[src/rtl/mod10_digit_display_if.sv]
// mod10_digit_display_if
//   Bundles the data/handshake signals of the mod-10 digit display stage.
//   master : producer side (drives digits, load strobe, blanking mode;
//            observes display outputs)
//   slave  : display stage itself
//   Signals:
//     digits_in   4*NUM_DIGITS  BCD digits, digit k = digits_in[4k+3:4k]
//     load        1             capture strobe for digits_in
//     lz_blank    1             leading-zero blanking enable
//     seg_n       7             segments {g,f,e,d,c,b,a}, active-low
//     an_n        NUM_DIGITS    anode enables, active-low
//     frame_done  1             pulse on the last cycle of a scan frame
//     pending     1             shadow holds data not yet shown
interface mod10_digit_display_if #(
    parameter int NUM_DIGITS = 4
);
    logic [4*NUM_DIGITS-1:0] digits_in;
    logic                    load;
    logic                    lz_blank;
    logic [6:0]              seg_n;
    logic [NUM_DIGITS-1:0]   an_n;
    logic                    frame_done;
    logic                    pending;

    modport master (
        output digits_in, load, lz_blank,
        input  seg_n, an_n, frame_done, pending
    );

    modport slave (
        input  digits_in, load, lz_blank,
        output seg_n, an_n, frame_done, pending
    );
endinterface

[src/rtl/mod10_digit_display.sv]
// mod10_digit_display
//   Latches NUM_DIGITS BCD digits into a shadow register and scans them onto a
//   common-anode 7-segment display. The shadow is copied into the displayed
//   register only at frame boundaries so a frame never mixes old and new data.
//   Supports leading-zero blanking and shows '-' for non-BCD codes.
//   Ports:
//     clk    system clock, rising edge
//     reset  synchronous, active-high
//     bus    slave side of mod10_digit_display_if (digits_in, load, lz_blank,
//            seg_n, an_n, frame_done, pending)
module mod10_digit_display #(
    parameter int NUM_DIGITS   = 4,
    parameter int SCAN_DIV     = 4,
    parameter int BLANK_CYCLES = 1
) (
    input  logic                  clk,
    input  logic                  reset,
    mod10_digit_display_if.slave  bus
);

    localparam int IW   = (NUM_DIGITS > 1) ? $clog2(NUM_DIGITS) : 1;
    localparam int TMAX = (SCAN_DIV > BLANK_CYCLES) ? SCAN_DIV : BLANK_CYCLES;
    localparam int TW   = (TMAX > 1) ? $clog2(TMAX) : 1;

    localparam logic [TW-1:0] DRIVE_LAST = TW'(SCAN_DIV - 1);
    localparam logic [TW-1:0] BLANK_LAST = TW'((BLANK_CYCLES > 0) ? BLANK_CYCLES - 1 : 0);
    localparam logic [IW-1:0] LAST_IDX   = IW'(NUM_DIGITS - 1);

    typedef enum logic {
        ST_BLANK,
        ST_DRIVE
    } state_t;

    state_t                      state_q, state_d;
    logic [IW-1:0]               idx_q, idx_d;
    logic [TW-1:0]               timer_q, timer_d;

    logic [NUM_DIGITS-1:0][3:0]  shadow_q;
    logic [NUM_DIGITS-1:0][3:0]  display_q;
    logic [NUM_DIGITS-1:0][3:0]  display_d;
    logic                        pending_q;
    logic                        commit;

    logic [6:0]                  seg_q, seg_d;
    logic [NUM_DIGITS-1:0]       an_q, an_d;
    logic                        fd_q, fd_d;

    logic [NUM_DIGITS-1:0]       lz_mask;
    logic                        higher_zero;
    logic [3:0]                  cur_digit;

    function automatic logic [6:0] encode(input logic [3:0] d);
        logic [6:0] s;
        case (d)
            4'd0:    s = 7'h40;
            4'd1:    s = 7'h79;
            4'd2:    s = 7'h24;
            4'd3:    s = 7'h30;
            4'd4:    s = 7'h19;
            4'd5:    s = 7'h12;
            4'd6:    s = 7'h02;
            4'd7:    s = 7'h78;
            4'd8:    s = 7'h00;
            4'd9:    s = 7'h10;
            default: s = 7'h3F;
        endcase
        return s;
    endfunction

    // frame_done is registered, so it marks the current cycle as the last of
    // the frame; the copy happens on the edge that leaves it.
    assign commit    = fd_q & pending_q;
    // Value the display register will hold after this edge. Outputs are
    // computed from it so a zero-blank-cycle configuration shows the newly
    // committed digit 0 immediately.
    assign display_d = commit ? shadow_q : display_q;

    // Scan sequencer: next state, digit index and timer.
    always_comb begin
        state_d = state_q;
        idx_d   = idx_q;
        timer_d = timer_q;
        unique case (state_q)
            ST_BLANK: begin
                // With BLANK_CYCLES=0 this state is only reached from reset.
                if (BLANK_CYCLES == 0 || timer_q == BLANK_LAST) begin
                    state_d = ST_DRIVE;
                    timer_d = '0;
                end else begin
                    timer_d = timer_q + 1'b1;
                end
            end
            ST_DRIVE: begin
                if (timer_q == DRIVE_LAST) begin
                    timer_d = '0;
                    idx_d   = (idx_q == LAST_IDX) ? '0 : idx_q + 1'b1;
                    state_d = (BLANK_CYCLES == 0) ? ST_DRIVE : ST_BLANK;
                end else begin
                    timer_d = timer_q + 1'b1;
                end
            end
            default: begin
                state_d = ST_BLANK;
                idx_d   = '0;
                timer_d = '0;
            end
        endcase
    end

    // Leading-zero mask: walk from the most significant digit down, blanking
    // zeros until the first non-zero code. Digit 0 is never blanked.
    always_comb begin
        lz_mask     = '0;
        higher_zero = 1'b1;
        for (int unsigned k = 0; k < NUM_DIGITS; k++) begin
            if (bus.lz_blank && higher_zero &&
                display_d[NUM_DIGITS-1-k] == 4'd0 && k != NUM_DIGITS - 1)
                lz_mask[NUM_DIGITS-1-k] = 1'b1;
            higher_zero = higher_zero && (display_d[NUM_DIGITS-1-k] == 4'd0);
        end
    end

    // Output values for the state being entered; registered below so the
    // pins change on the same edge as the state with no combinational path.
    always_comb begin
        an_d      = '1;
        seg_d     = 7'h7F;
        fd_d      = 1'b0;
        cur_digit = display_d[idx_d];
        if (state_d == ST_DRIVE) begin
            an_d[idx_d] = 1'b0;
            seg_d       = lz_mask[idx_d] ? 7'h7F : encode(cur_digit);
            fd_d        = (idx_d == LAST_IDX) && (timer_d == DRIVE_LAST);
        end
    end

    always_ff @(posedge clk) begin
        if (reset) begin
            state_q   <= ST_BLANK;
            idx_q     <= '0;
            timer_q   <= '0;
            shadow_q  <= '0;
            display_q <= '0;
            pending_q <= 1'b0;
            seg_q     <= 7'h7F;
            an_q      <= '1;
            fd_q      <= 1'b0;
        end else begin
            state_q   <= state_d;
            idx_q     <= idx_d;
            timer_q   <= timer_d;
            display_q <= display_d;
            seg_q     <= seg_d;
            an_q      <= an_d;
            fd_q      <= fd_d;
            if (bus.load)
                shadow_q <= bus.digits_in;
            // A load in the commit cycle keeps pending set for the next frame.
            if (bus.load)
                pending_q <= 1'b1;
            else if (commit)
                pending_q <= 1'b0;
        end
    end

    assign bus.seg_n      = seg_q;
    assign bus.an_n       = an_q;
    assign bus.frame_done = fd_q;
    assign bus.pending    = pending_q;

endmodule
[src/flat_wrapper.sv]
// flat-port wrapper written by rule: the top's interface ports become plain ports
module mod10_digit_display_flat 
#(
    parameter int NUM_DIGITS   = 4,
    parameter int SCAN_DIV     = 4,
    parameter int BLANK_CYCLES = 1
)
  (clk, reset, bus_digits_in, bus_load, bus_lz_blank, bus_seg_n, bus_an_n, bus_frame_done, bus_pending);
  mod10_digit_display_if #(.NUM_DIGITS(NUM_DIGITS)) bus_i ();
  input  logic clk;
  input  logic reset;
  input wire logic [$bits(bus_i.digits_in)-1:0] bus_digits_in;
  input wire logic [$bits(bus_i.load)-1:0] bus_load;
  input wire logic [$bits(bus_i.lz_blank)-1:0] bus_lz_blank;
  output wire logic [$bits(bus_i.seg_n)-1:0] bus_seg_n;
  output wire logic [$bits(bus_i.an_n)-1:0] bus_an_n;
  output wire logic [$bits(bus_i.frame_done)-1:0] bus_frame_done;
  output wire logic [$bits(bus_i.pending)-1:0] bus_pending;
  assign bus_i.digits_in = bus_digits_in;
  assign bus_i.load = bus_load;
  assign bus_i.lz_blank = bus_lz_blank;
  assign bus_seg_n = bus_i.seg_n;
  assign bus_an_n = bus_i.an_n;
  assign bus_frame_done = bus_i.frame_done;
  assign bus_pending = bus_i.pending;
  mod10_digit_display #(.NUM_DIGITS(NUM_DIGITS), .SCAN_DIV(SCAN_DIV), .BLANK_CYCLES(BLANK_CYCLES)) u_core (.clk(clk), .reset(reset), .bus(bus_i));
endmodule
[config.mk]
export PLATFORM = sky130hd
export DESIGN_NAME = mod10_digit_display_flat
export DESIGN_NICKNAME = d
export VERILOG_FILES = /design/src/rtl/mod10_digit_display_if.sv /design/src/rtl/mod10_digit_display.sv /design/src/flat_wrapper.sv
export SDC_FILE = /design/constraint.sdc
export NUM_CORES = 1
export LEC_CHECK = 0
export BUFFER_PORTS_ARGS = -buffer_cell sky130_fd_sc_hd__buf_2
export CORE_ASPECT_RATIO = 1.1
export CORE_MARGIN = 3
export CORE_UTILIZATION = 35
export DETAILED_ROUTE_END_ITERATION = 10
export PLACE_DENSITY = 0.5
export SYNTH_ARGS = -nofsm -noshare
export SYNTH_HDL_FRONTEND = slang
export SYNTH_SLANG_ARGS = --single-unit
export TNS_END_PERCENT = 20
[constraint.sdc]
create_clock -name clk -period 3.5 [get_ports clk]
set_clock_uncertainty 0.05 [all_clocks]
set_input_delay 0.525 -clock clk [delete_from_list [all_inputs] [get_ports clk]]
set_output_delay 0.525 -clock clk [all_outputs]
set_load 0.05 [all_outputs]
==> qor.txt <==
STATUS
-------------------------------------------------------------------------------------------------
Status                                                                               finished clean

FINAL LAYOUT
-------------------------------------------------------------------------------------------------
Share of final-layout standard cells stronger than drive strength 1                         17.8%
Filler-free cell count of the finished design                                                 335
Number of filler instances in the final layout                                                640
Antenna cells                                                                                   0
Synthesis-to-finish area growth                                                             13.3%
Layout net count                                                                              287

FLOORPLAN
-------------------------------------------------------------------------------------------------
Area of the core region                                                              0.00595 sq mm
Effective utilization at floorplan                                                          37.4%
DIE WIDTH                                                                            82.0 microns
Full die area                                                                        0.00735 sq mm
Io pins                                                                                        33
Number of placement rows                                                                       29
Height of the die                                                                    89.6 microns

CLOCK NETWORK
-------------------------------------------------------------------------------------------------
H-Tree Level Count                                                                              2
Total setup buffers inserted after CTS                                                          0
CTS tree                                                                                     done
Hold_buf cts                                                                                    0
Root Buffer Master                                                                       clkbuf_8
Num CTS Buffers                                                                                 5
Count of clock tree sinks                                                                      50
Maximum clock path buffer count                                                                 2
Number of gates given a new drive strength after cts                                            0
Worst skew pair latency                                                                    300 ps
Reg clk slew, reported paths                                                                90 ps

YOSYS
-------------------------------------------------------------------------------------------------
Ranking of synthesized cells by instance count                                       dfxtp_1, mux2i_1, nor2_1
Count of flip-flops with a built-in enable after synthesis                                      0
Most area-hungry cell type in the Yosys netlist                                           dfxtp_1
Fraction of the yosys area taken by sequential cells                                        45.0%
Number of standard cells after synthesis                                                      228
Area share of the largest cell type after synthesis                                         45.0%
Average size of a mapped cell                                                          9.76 sq um
Yosys synthesis warning count                                                                   0
Top FF cell, synth                                                                        dfxtp_1
Number of distinct library cell variants in the gate-level netlist after synthesis             41
Most area-consuming cells after synthesis                                            dfxtp_1, mux2i_1, nor2_1
Synth Net Count                                                                               258
Post-synthesis async set-or-reset flop share                                                   0%
Library cell with the highest instance count after synthesis                              dfxtp_1
Netlist Area Pre-Place                                                               0.00223 sq mm
Register bit total from synthesis                                                              50

DRT
-------------------------------------------------------------------------------------------------
Vias per inst                                                                                4.96
Antenna violation net count after detailed routing                                              0
Number of vias in the routed layout                                                         1,660
Pre-Repair DR Iteration Count                                                                   4
Remaining DRCs                                                                                  0
Routed length per instance                                                           14.0 microns
Violation count after the first detailed-route iteration                                       58
Final wirelength                                                                     4680 microns

MIN PATH
-------------------------------------------------------------------------------------------------
Worst hold stages                                                                               3
Worst hold path endpoint                                                             u_core.shadow_q[11]$_SDFFE_PP0P_
Startpoint of the tightest hold check path                                           bus_digits_in[11]
Worst Hold Class                                                                        in -> reg

STA
-------------------------------------------------------------------------------------------------
Transition time at the pin with the least slew margin                                      704 ps
Hold Worst Slack                                                                           406 ps
Fraction of the cycle the final worst path needs                                            83.1%
Count of final max-slew check failures                                                          0
Tmin final                                                                                2910 ps
RSZ-0062 raised after global routing                                                           no
Achievable frequency                                                                      344 MHz
Post-Route Setup TNS                                                                         0 ps
Total of endpoints with negative setup slack in the final report                                0
Number of hold violations in the final report                                                   0
Worst slew margin relative to its limit                                                     53.0%

FLOW RUN
-------------------------------------------------------------------------------------------------
Number of violations of the max-capacitance limit                                               0

CRITICAL PATH
-------------------------------------------------------------------------------------------------
CP Class                                                                               reg -> reg
Kind of capture point of the worst setup path                                           flip-flop
Endpoint of the worst register-to-register path                                      u_core.bus.seg_n[3]$_SDFF_PP1_
R2r startpoint                                                                       u_core.timer_q[0]$_SDFF_PP0_
Startpoint Class                                                                        flip-flop
Register-to-register setup slack                                                           590 ps
Data arrival time at the worst-slack endpoint                                             3050 ps
Critical path data required time                                                          3640 ps
Path depth of the worst reg2reg path                                                            9
Maximum fanout along the worst path                                                            10

GLOBAL ROUTE
-------------------------------------------------------------------------------------------------
Global-route wire length before repair                                               7850 microns
Final global-route overflow total                                                               0
Number of antenna violations at the first check in global routing                               0
Vias in the first global route                                                              1,576
Total GRT Usage                                                                             14.2%
Largest net degree at the start of global routing                                              39

POWER
-------------------------------------------------------------------------------------------------
Max rail drop VDD                                                                        0.183 mV
PwrDens                                                                               462 mW/mm^2
Pleak                                                                                     1.17 nW

PLACEMENT
-------------------------------------------------------------------------------------------------
Final HPWL DP                                                                        3450 microns
PortBufs                                                                                       32
Instance count after placement with tap cells included                                        327
Placer congestion estimate                                                                  0.758

-- power by group --
part | total (mW) | switching, mW | internal (mW)
combinational | 0.195 | 0.132 | 0.0626
sequential | 0.629 | 0.0223 | 0.607
clock | 0.342 | 0.182 | 0.160
-- worst max-delay path, stage by stage, from the launching register on --
cell and delay, ps:
dfxtp_1 330, ha_1 270, a21boi_0 290, or2_1 450, mux2i_1 140, mux4_2 580
ha_1 320, inv_1 50, o21a_1 180, a2bb2oi_1 130
-- cell usage in the layout (no fill, tap or decap), types with 2 or more instances in the layout --
master and n:
a2111oi_0 2, a211o_1 3, a21boi_0 2, a21o_1 3
a21oi_1 13, and2_1 2, and3_1 3, buf_2 32
buf_4 2, clkbuf_8 6, dfxtp_1 50, ha_1 10
inv_1 7, mux2i_1 37, nand2_1 12, nand3_1 6
nor2_1 36, o21a_1 3, o21ai_1 4, o41ai_1 4
-- registers in the layout (all words and copies together) (netlist names) --
register / flops
u_core.shadow_q: 16
u_core.timer_q: 2
u_core.bus.seg_n: 7
u_core.bus.pending: 1
u_core.state_q: 1
u_core.idx_q: 2
u_core.display_q: 16
u_core.bus.an_n: 4
u_core.bus.frame_done: 1
-- layout make-up --
type | instances | area, sq um | area share (%)
clock inverters | 1 | 5.00 | 0.198
multi-input cells | 159 | 1130 | 44.9
flip-flops and latches | 50 | 1000 | 39.7
inverters | 7 | 26.3 | 1.04
repair buffers | 34 | 175 | 6.94
well taps | 77 | 96.3 | 3.82
clock buffers | 7 | 86.3 | 3.42
-- logic make-up (layout without fill, tap and decap cells) --
kind of cell               count (synthesis)  in the layout  synth area share, %
AOI/OAI and AO/OA                         43             43                 13.4
adders and majority gates                 10             10                 5.62
muxes                                     38             38                 17.7
DFF                                       50             50                 45.0
buffers and inverters                     19             49                 4.16
and+or+nand+nor                           68             68                 14.2
-- layer usage --
layer	global-route usage (%)	share of wire, %	vias to the layer above
met2	22.6	46	29
met5	0	0	-
met1	18.5	48	763
met4	6.80	1.6	0
met3	2.69	3.7	8
li1	-	-	860
-- per-stage QoR --
step	area, sq um	utilization (%)	setup slack (ps)	power (mW)
2_1_floorplan	2230	-	729	0.796
3_3_place_gp	2430	40.9	682	0.840
3_5_place_dp	2430	40.9	628	0.841
4_1_cts	2520	42.4	613	1.19
5_1_grt	2520	42.4	400	1.24
6_report	2520	42.4	590	1.17
-- how the worst max path moves through the flow --
stage / start / to / slack [ps] / cells past startpoint
after global routing: u_core.timer_q[1]$_SDFF_PP0_ / u_core.bus.seg_n[3]$_SDFF_PP1_ / 400 / 9
after floorplan: u_core.bus.pending$_SDFFE_PP0P_ / u_core.bus.seg_n[3]$_SDFF_PP1_ / 730 / 11
after CTS: u_core.timer_q[0]$_SDFF_PP0_ / u_core.bus.seg_n[3]$_SDFF_PP1_ / 610 / 9
after detailed placement: u_core.timer_q[0]$_SDFF_PP0_ / u_core.bus.seg_n[3]$_SDFF_PP1_ / 630 / 9
after global placement: u_core.timer_q[0]$_SDFF_PP0_ / u_core.bus.seg_n[3]$_SDFF_PP1_ / 680 / 9
final: u_core.timer_q[0]$_SDFF_PP0_ / u_core.bus.seg_n[3]$_SDFF_PP1_ / 590 / 9
Power figures use the tool's default switching activity.
